===== src/rtl/oam_dma_pkg.sv =====
// Shared types and default configuration for the sprite DMA engine.
package oam_dma_pkg;

  // System bus geometry and the two fixed register addresses.
  localparam int          ADDR_N_DEF    = 16;
  localparam int          DATA_N_DEF    = 8;
  localparam logic [15:0] TRIG_ADDR_DEF = 16'h4014;
  localparam logic [15:0] OAM_ADDR_DEF  = 16'h2004;
  localparam int          LEN_DEF       = 256;

  // Bus-cycle phase carried by the free-running parity toggle.
  localparam logic PAR_GET = 1'b0;
  localparam logic PAR_PUT = 1'b1;

  typedef enum logic [2:0] {
    IDLE  = 3'd0,
    HALT  = 3'd1,
    ALIGN = 3'd2,
    READ  = 3'd3,
    WRITE = 3'd4
  } dma_state_t;

endpackage


===== src/rtl/oam_dma_if.sv =====
// CPU-side and DMA-side bus signals seen by the sprite DMA engine.
interface oam_dma_if
  import oam_dma_pkg::*;
#(
  parameter int ADDR_N = ADDR_N_DEF,
  parameter int DATA_N = DATA_N_DEF
);

  logic [ADDR_N-1:0] cpu_addr;
  logic [DATA_N-1:0] cpu_wdata;
  logic              cpu_we;
  logic              rdy;
  logic              dma_oe;
  logic [ADDR_N-1:0] dma_addr;
  logic              dma_we;
  logic [DATA_N-1:0] dma_wdata;
  logic [DATA_N-1:0] dma_rdata;

  // The DMA engine itself.
  modport master (
    input  cpu_addr, cpu_wdata, cpu_we, dma_rdata,
    output rdy, dma_oe, dma_addr, dma_we, dma_wdata
  );

  // The rest of the system: CPU core and bus memory.
  modport slave (
    output cpu_addr, cpu_wdata, cpu_we, dma_rdata,
    input  rdy, dma_oe, dma_addr, dma_we, dma_wdata
  );

endinterface


===== src/rtl/oam_dma_reg.sv =====
// Generic bus register: write-enabled storage with a gated read-back port.
module oam_dma_reg #(
  parameter int W = 8
) (
  input  logic         clk,
  input  logic         reset,
  input  logic         we,
  input  logic         oe,
  input  logic [W-1:0] d,
  output logic [W-1:0] q,
  output logic [W-1:0] rd_data
);

  // Capture d whenever the write enable is high.
  always_ff @(posedge clk) begin
    if (reset) begin
      q <= '0;
    end else if (we) begin
      q <= d;
    end
  end

  assign rd_data = oe ? q : '0;

endmodule


===== src/rtl/oam_dma.sv =====
// Sprite DMA engine: on a CPU write to the trigger register, stalls the CPU
// and copies one source page to the OAM data port as GET/PUT cycle pairs.
//
// state | meaning
// IDLE  | CPU owns the bus, watching for a trigger write
// HALT  | rdy low, waiting for the CPU's first halted (read) cycle
// ALIGN | one spare cycle so the first READ lands on a GET cycle
// READ  | DMA reads {page,index}; byte captured at the cycle end
// WRITE | DMA writes the captured byte to the OAM port
module oam_dma
  import oam_dma_pkg::*;
#(
  parameter int               ADDR_N    = ADDR_N_DEF,
  parameter int               DATA_N    = DATA_N_DEF,
  parameter logic [ADDR_N-1:0] TRIG_ADDR = ADDR_N'(TRIG_ADDR_DEF),
  parameter logic [ADDR_N-1:0] OAM_ADDR  = ADDR_N'(OAM_ADDR_DEF),
  parameter int               LEN       = LEN_DEF
) (
  input  logic     clk,
  input  logic     reset,
  oam_dma_if.master bus
);

  if ((LEN < 1) || (LEN > (1 << DATA_N)) || ((LEN & (LEN - 1)) != 0)) begin : g_len_check
    $error("oam_dma: LEN must be a power of two no larger than 2**DATA_N");
  end

  localparam logic [DATA_N-1:0] IDX_LAST = DATA_N'(LEN - 1);

  dma_state_t        state, state_nxt;
  logic              parity;
  logic [DATA_N-1:0] index, index_nxt;
  logic [DATA_N-1:0] page;
  logic [DATA_N-1:0] page_rd_unused;
  logic              trig;

  logic              rdy_q, rdy_d;
  logic              oe_q, oe_d;
  logic              we_q, we_d;
  logic [ADDR_N-1:0] addr_q, addr_d;
  logic [DATA_N-1:0] wdata_q, wdata_d;

  // Retrigger writes are ignored because trig only fires from IDLE.
  assign trig = (state == IDLE) && bus.cpu_we && (bus.cpu_addr == TRIG_ADDR);

  // Source page latch; the read-back path is never used here.
  oam_dma_reg #(
    .W (DATA_N)
  ) u_page_reg (
    .clk     (clk),
    .reset   (reset),
    .we      (trig),
    .oe      (1'b0),
    .d       (bus.cpu_wdata),
    .q       (page),
    .rd_data (page_rd_unused)
  );

  // State register: FSM state, parity toggle, index counter and the
  // registered bus outputs.
  always_ff @(posedge clk) begin
    if (reset) begin
      state   <= IDLE;
      parity  <= PAR_GET;
      index   <= '0;
      rdy_q   <= 1'b1;
      oe_q    <= 1'b0;
      we_q    <= 1'b0;
      addr_q  <= '0;
      wdata_q <= '0;
    end else begin
      state   <= state_nxt;
      parity  <= ~parity;
      index   <= index_nxt;
      rdy_q   <= rdy_d;
      oe_q    <= oe_d;
      we_q    <= we_d;
      addr_q  <= addr_d;
      wdata_q <= wdata_d;
    end
  end

  // Next-state and index decode.
  always_comb begin
    state_nxt = state;
    index_nxt = index;
    case (state)
      IDLE: begin
        if (trig) state_nxt = HALT;
      end
      HALT: begin
        // A write cycle ignores RDY on the 6502, so wait for a read cycle.
        // The current parity is PUT exactly when the next cycle is GET.
        if (!bus.cpu_we) state_nxt = (parity == PAR_PUT) ? READ : ALIGN;
      end
      ALIGN: begin
        state_nxt = READ;
      end
      READ: begin
        state_nxt = WRITE;
      end
      WRITE: begin
        if (index == IDX_LAST) begin
          index_nxt = '0;
          state_nxt = IDLE;
        end else begin
          index_nxt = index + 1'b1;
          state_nxt = READ;
        end
      end
      default: begin
        state_nxt = IDLE;
        index_nxt = '0;
      end
    endcase
  end

  // Output decode for the coming cycle, registered by the state register.
  always_comb begin
    rdy_d   = (state_nxt == IDLE);
    oe_d    = (state_nxt == READ) || (state_nxt == WRITE);
    we_d    = (state_nxt == WRITE);
    addr_d  = '0;
    wdata_d = (state == READ) ? bus.dma_rdata : wdata_q;
    if (state_nxt == READ)  addr_d = ADDR_N'({page, index_nxt});
    if (state_nxt == WRITE) addr_d = OAM_ADDR;
  end

  assign bus.rdy       = rdy_q;
  assign bus.dma_oe    = oe_q;
  assign bus.dma_we    = we_q;
  assign bus.dma_addr  = addr_q;
  assign bus.dma_wdata = wdata_q;

endmodule

===== src/flat_wrapper.sv =====
// flat-port wrapper written by rule: the top's interface ports become plain ports
module oam_dma_flat import oam_dma_pkg::*;
#(
  parameter int               ADDR_N    = ADDR_N_DEF,
  parameter int               DATA_N    = DATA_N_DEF,
  parameter logic [ADDR_N-1:0] TRIG_ADDR = ADDR_N'(TRIG_ADDR_DEF),
  parameter logic [ADDR_N-1:0] OAM_ADDR  = ADDR_N'(OAM_ADDR_DEF),
  parameter int               LEN       = LEN_DEF
)
  (clk, reset, bus_cpu_addr, bus_cpu_wdata, bus_cpu_we, bus_dma_rdata, bus_rdy, bus_dma_oe, bus_dma_addr, bus_dma_we, bus_dma_wdata);
  oam_dma_if #(.ADDR_N(ADDR_N), .DATA_N(DATA_N)) bus_i ();
  input  logic clk;
  input  logic reset;
  input wire logic [$bits(bus_i.cpu_addr)-1:0] bus_cpu_addr;
  input wire logic [$bits(bus_i.cpu_wdata)-1:0] bus_cpu_wdata;
  input wire logic [$bits(bus_i.cpu_we)-1:0] bus_cpu_we;
  input wire logic [$bits(bus_i.dma_rdata)-1:0] bus_dma_rdata;
  output wire logic [$bits(bus_i.rdy)-1:0] bus_rdy;
  output wire logic [$bits(bus_i.dma_oe)-1:0] bus_dma_oe;
  output wire logic [$bits(bus_i.dma_addr)-1:0] bus_dma_addr;
  output wire logic [$bits(bus_i.dma_we)-1:0] bus_dma_we;
  output wire logic [$bits(bus_i.dma_wdata)-1:0] bus_dma_wdata;
  assign bus_i.cpu_addr = bus_cpu_addr;
  assign bus_i.cpu_wdata = bus_cpu_wdata;
  assign bus_i.cpu_we = bus_cpu_we;
  assign bus_i.dma_rdata = bus_dma_rdata;
  assign bus_rdy = bus_i.rdy;
  assign bus_dma_oe = bus_i.dma_oe;
  assign bus_dma_addr = bus_i.dma_addr;
  assign bus_dma_we = bus_i.dma_we;
  assign bus_dma_wdata = bus_i.dma_wdata;
  oam_dma #(.ADDR_N(ADDR_N), .DATA_N(DATA_N), .TRIG_ADDR(TRIG_ADDR), .OAM_ADDR(OAM_ADDR), .LEN(LEN)) u_core (.clk(clk), .reset(reset), .bus(bus_i));
endmodule

===== config.mk =====
export PLATFORM = sky130hd
export DESIGN_NAME = oam_dma_flat
export DESIGN_NICKNAME = d
export VERILOG_FILES = /design/src/rtl/oam_dma_pkg.sv /design/src/rtl/oam_dma_if.sv /design/src/rtl/oam_dma_reg.sv /design/src/rtl/oam_dma.sv /design/src/flat_wrapper.sv
export SDC_FILE = /design/constraint.sdc
export NUM_CORES = 1
export LEC_CHECK = 0
export ABC_AREA = 1
export CORE_MARGIN = 5
export CORE_UTILIZATION = 42
export CTS_CLUSTER_DIAMETER = 120
export DETAILED_ROUTE_END_ITERATION = 7
export PLACE_DENSITY_LB_ADDON = 0.3
export SETUP_SLACK_MARGIN = 0.5
export SYNTH_ARGS = -nofsm -noshare
export SYNTH_HDL_FRONTEND = slang
export SYNTH_SLANG_ARGS = --single-unit

===== constraint.sdc =====
create_clock -name clk -period 1.5 [get_ports clk]
set_input_delay 0.3 -clock clk [delete_from_list [all_inputs] [get_ports clk]]
set_output_delay 0.3 -clock clk [all_outputs]
set_load 0.01 [all_outputs]

Word-level counts from Yosys, hierarchy flattened

Cells that the tools add are included.

Register bits: 47
Input port bits: 35
Logic and storage cells: 37
Output and inout port bits: 27

Add/sub/neg operators: 1
Mux-type cells: 9
Reduce and logical (&&, ||, !) cells: 7
Equality and inequality tests: 8
Bitwise operators: 2

Operators by type and width:

| kind                                                                    | count |
|---|---|
| 14-bit two-way mux                                                      | 2 |
| 16-bit by 15-bit equality test with 1-bit output, second input constant | 1 |
| 8-bit case mux with 2 select lines                                      | 1 |
| 3-bit case mux with 5 select lines                                      | 1 |
| 3-bit by 2-bit equality test with 1-bit output, second input constant   | 3 |
| 8-bit by 1-bit adder with 8-bit output, second input constant           | 1 |
| 8-bit equality test, second input constant                              | 1 |
| 8-bit two-way mux                                                       | 1 |
| 3-bit equality test, second input constant                              | 2 |
| 3-bit zero test                                                         | 2 |
| 3-bit two-way mux                                                       | 2 |
| 4-bit OR reduction                                                      | 1 |
| 3-bit by 1-bit equality test with 1-bit output, second input constant   | 1 |
| 3-bit OR reduction                                                      | 1 |
| 1-bit logical AND                                                       | 2 |
| 2-bit two-way mux                                                       | 1 |
| 1-bit NOT                                                               | 2 |
| 1-bit logical OR                                                        | 1 |
| 1-bit two-way mux                                                       | 1 |

Longest topological paths before layout

Depth after elaboration: 8
Depth in mapped cells: 10
Depth with buffers taken out: 9

Modules after synthesis

From an unflattened synthesis, not the netlist that was laid out.

Cells, all modules: 271
Area, all modules: 2,082.0 um2

By module, submodules not included:

| module      | times used | sequential area each (um2) | cells each | area an instance (um2) |
|---|---|---|---|---|
| oam_dma     | 1          | 780.7                      | 203        | 1,637.8 |
| oam_dma_reg | 1          | 160.2                      | 68         | 444.2 |

Worst setup path before layout

Ideal clock, no wire load.

Path kind: register to register
Start: register u_core.index[0]
End: register u_core.oe_q (netlist: u_core.bus.dma_oe)
Stages on the path, launching flop included: 10
Clock period less this slack: 1.395 ns
Data arrival time: 1.280 ns
Path slack: 0.105 ns
Required time: 1.384 ns
Path through: dfxtp_1 ha_1 nand2_1 nor2_4 a21oi_4 nor2_4 nand2_4 nand2_4 buf_12 nand2_2

Word-level cells in the longest chain between the ends: 5

RTL lines:

| what                                                                                         | line           | text |
|---|---|---|
| from (decl)                                                                                  | oam_dma.sv:32  | `logic [DATA_N-1:0] index, index_nxt;` |
| from (signal assigned)                                                                       | oam_dma.sv:74  | `index <= index_nxt;` |
| 8-bit equality test *                                                                        | oam_dma.sv:103 | `if (index == IDX_LAST) begin` |
| 2-bit two-way mux *                                                                          | oam_dma.sv:103 |  |
| 3-bit case mux with 5 select lines *                                                         | oam_dma.sv:87  | `case (state)` |
| 3-bit by 2-bit equality test with 1-bit output / 3-bit equality test (equally long branches) | oam_dma.sv:121 | `oe_d = (state_nxt == READ) \|\| (state_nxt == WRITE);` |
| 1-bit logical OR *                                                                           | oam_dma.sv:121 |  |
| to (signal assigned)                                                                         | oam_dma.sv:67  | `oe_q <= 1'b0;` |
| to (signal assigned)                                                                         | oam_dma.sv:76  | `oe_q <= oe_d;` |
| to (decl)                                                                                    | oam_dma.sv:38  | `logic oe_q, oe_d;` |

Mark *: on every way between the ends. The rest lies on a longest branch, timed or not.
A chain may end at the register's enable or synchronous reset.

Worst setup path after layout

Start: register u_core.state[0]
End: register u_core.state[0]

Word-level cells in the longest chain between the ends: 5

RTL lines:

| what                                 | line                         | text |
|---|---|---|
| from (decl)                          | oam_dma.sv:30                | `dma_state_t state, state_nxt;` |
| from (signal assigned)               | oam_dma.sv:72                | `state <= state_nxt;` |
| 3-bit zero test                      | oam_dma.sv:44, oam_dma.sv:87 |  |
| 1-bit logical AND (2 in series)      | oam_dma.sv:44                | `assign trig = (state == IDLE) && bus.cpu_we && (bus.cpu_addr == TRIG_ADDR);` |
| 3-bit two-way mux                    | oam_dma.sv:89                | `if (trig) state_nxt = HALT;` |
| 3-bit case mux with 5 select lines * | oam_dma.sv:87                |  |

Marked as above.

==> out/metrics.csv <==
metric,value,unit
# DRC,0,
I/O Pins,62,
top post-synthesis cells by area,"dfxtp_1 (47%), nor2_1 (11%), nand2_1 (7.8%)",
CP endpoint,u_core.state[0]$_SDFF_PP0_,
max-capacitance violation count,0,
Sink Count,47,
unrepaired setup endpoints after global routing,true,
top-area cell type share of the netlist area,46.6,%
initial DRC count,57,
fin crit period,1.42,ns
total power draw,2.31,mW
DP Cell Count,378,
core area,4690,µm²
Post-Syn Instances,253,
largest family of logic cells by synthesized area,simple AND/OR/NAND/NOR gates,
Port Buffers,61,
antenna-violating nets left,0,
Post-Syn Area,2020,µm²
# rows,25,
Setup WS post-layout,0.0778,ns
most numerous cell in the Yosys netlist,nor2_1,
total wire length,5.67,mm
H-tree depth,2,
Post-synth EDFFs,0,
reg2reg end,u_core.state[0]$_SDFF_PP0_,
crit start category,register,
Peak VDD IR,0.000577,V
total congestion overflow,0,
Synth Flop Type,dfxtp_1,
wire per inst,13.8,µm
max incr delay on CP,0.35,ns
GPL Wtd Cong,0.834,
root buf cell,clkbuf_8,
initial core utilization,43.0,%
crit path max-delay cell type,dfxtp_2,
Compound-Gate Fraction of Synth Area,6.57,%
Seq cells post-synth,47,
synth warn,0,
Fin Setup TNS,0,ns
mux cell area share after synthesis,0,%
GRT Total Usage,16.5,%
crit path kind,reg2reg,
crit-path cells,inv_4 -> nand2_4 -> nor3_4 -> nand3_2 -> buf_4 -> buf_4 -> a21oi_1,
Post-Syn Nets,289,
"Net count, final",393,
HP Class,in2reg,
Yosys top cell by area,dfxtp_1,
vias in the first global route,1799,
dpl ws,-0.322,ns
Chip Width,79.3,µm
final number of hold-violating endpoints,0,
global-route wire length before repair,8.11,mm
Crit Reg-Reg Startpoint,u_core.state[0]$_SDFF_PP0_,
f_max,703,MHz
Slew headroom,79.9,%
static leakage,1.44,nW
power per cell area,699,nW/µm²
R2R depth,7,
layout cells sized above 1,48.7,%
register area share after synthesis,46.6,%
crit share post-route,94.8,%
adder-cell share of the synthesized area,0.620,%
Final Max Slew Viols,0,
register area,972,µm²
post-route insts no fill,411,
Syn-to-layout area delta,63.3,%
Post-synth top cells,"nor2_1 (60), dfxtp_1 (47), nand2_1 (42)",
Inserted Clock Buffers,5,
Mean Syn Cell Area,7.98,µm²
Final setup violation count,0,
ANT cells,0,
DR pass1 iterations,4,
clk_skew,0.0109,ns
largest net degree at the start of global routing,15,
status,completed,
"Distinct cells, synth",28,
Worst Path Arrival,1.64,ns
WHS,0.397,ns
crit path from,u_core.state[0]$_SDFF_PP0_,
initial antenna violation count,0,
CTS tree,yes,
DR vias/cell,4.72,
filler instances,347,
r2r setup slk,0.08,ns
critical path required time,1.72,ns
die area,6290,µm²
multi-input logic area,1110,µm²
Clock transition at path regs,0.09,ns
via count,1940,
CP dominant cell by count,buf_4,
Synth Area in Simple Gates,37.3,%
HPWL Detailed,3.31,mm
asr flop ratio synth,0,%
Slew @ Worst Pin,0.299,ns
clk_lat worst skew,0.31,ns
Worst Path Max Fanout,4,
hold_buf cts,0,
Die Y,79.3,µm
CP endpoint kind,register,
Clock Tree Buf Depth,2,
XOR/XNOR Fraction of Synth Area,0,%
worst min-delay path by stage:
stage	startpoint	endpoint	depth (start not counted)
2_1_floorplan	reset	u_core.bus.dma_we$_SDFF_PP0_	1
3_3_place_gp	u_core.parity$_SDFF_PP0_	u_core.parity$_SDFF_PP0_	1
3_5_place_dp	u_core.parity$_SDFF_PP0_	u_core.parity$_SDFF_PP0_	1
4_1_cts	u_core.parity$_SDFF_PP0_	u_core.parity$_SDFF_PP0_	1
5_1_grt	reset	u_core.bus.dma_we$_SDFF_PP0_	3
6_report	reset	u_core.bus.dma_we$_SDFF_PP0_	3
routing by layer:
| layer | part of all wire [%] | vias to the layer above | global-route usage (%) |
|---|---|---|---|
| met5 | 0 | - | 0 |
| met1 | 40 | 901 | 18.7 |
| li1 | - | 985 | - |
| met4 | 1.7 | 0 | 6.36 |
| met2 | 54 | 41 | 29.1 |
| met3 | 4.5 | 13 | 4.65 |
repair_timing:
item / CTS / global route
setup endpoints to repair: 72 / 73
cloned: 2 / 1
setup buffers: 10 / 13
resized for setup: 158 / 55
pin swaps: 29 / 27
worst max-delay path, delay by kind of cell (launching register included):
kind            cells  cell delay, ns
simple gates        3            0.46
buf+inv             3            0.37
compound gates      1            0.16
flops               1            0.35
through the flow:
stage | area [µm²] | util, %
after floorplan | 2050 | -
after global placement | 2780 | 59.3
after detailed placement | 2780 | 59.3
after CTS | 3020 | 64.3
after global routing | 3300 | 70.3
final | 3300 | 70.3
registers in the layout, summed over array words and instances, names as in the netlist:
name / flops
u_core.bus.dma_we: 1
u_core.index: 8
u_core.bus.dma_wdata: 8
u_core.u_page_reg.q: 8
u_core.bus.dma_addr: 16
u_core.bus.rdy: 1
u_core.state: 3
u_core.bus.dma_oe: 1
u_core.parity: 1
cells by family after synthesis:
logic type / count (synthesis)
adders and majority gates: 1
DFF: 47
AOI/OAI and AO/OA: 20
and+or+nand+nor: 146
buffers and inverters: 39
report_power, final:
| part | internal [mW] | switching (mW) | total, mW |
|---|---|---|---|
| Clock | 0.487 | 0.422 | 0.909 |
| Combinational | 0.0967 | 0.0548 | 0.152 |
| Sequential | 1.25 | 0.000857 | 1.25 |
| Total | 1.83 | 0.477 | 2.31 |
layout make-up:
cell class              instances  area share [%]
clock buffers                   5            2.09
repair buffers                100            27.7
well taps                      54            2.05
multi-input cells             170            33.5
flip-flops and latches         47            29.5
inverters                      33            4.06
clock inverters                 2            1.14
layout by cell type, fill, tap and decap left out, types with 5 or more instances in the layout:
cell type	count
inv_2	6
clkdlybuf4s50_1	24
nor2_2	16
nand2_4	5
dlygate4sd2_1	8
buf_2	10
buf_4	30
dfxtp_2	22
clkbuf_8	5
nand2_1	38
dfxtp_1	24
buf_6	25
nand2_2	6
inv_1	23
nor2_4	14
nand3_2	7
o21ai_2	7
nand3_1	7
nor2_1	44
Power figures use the tool's default switching activity.
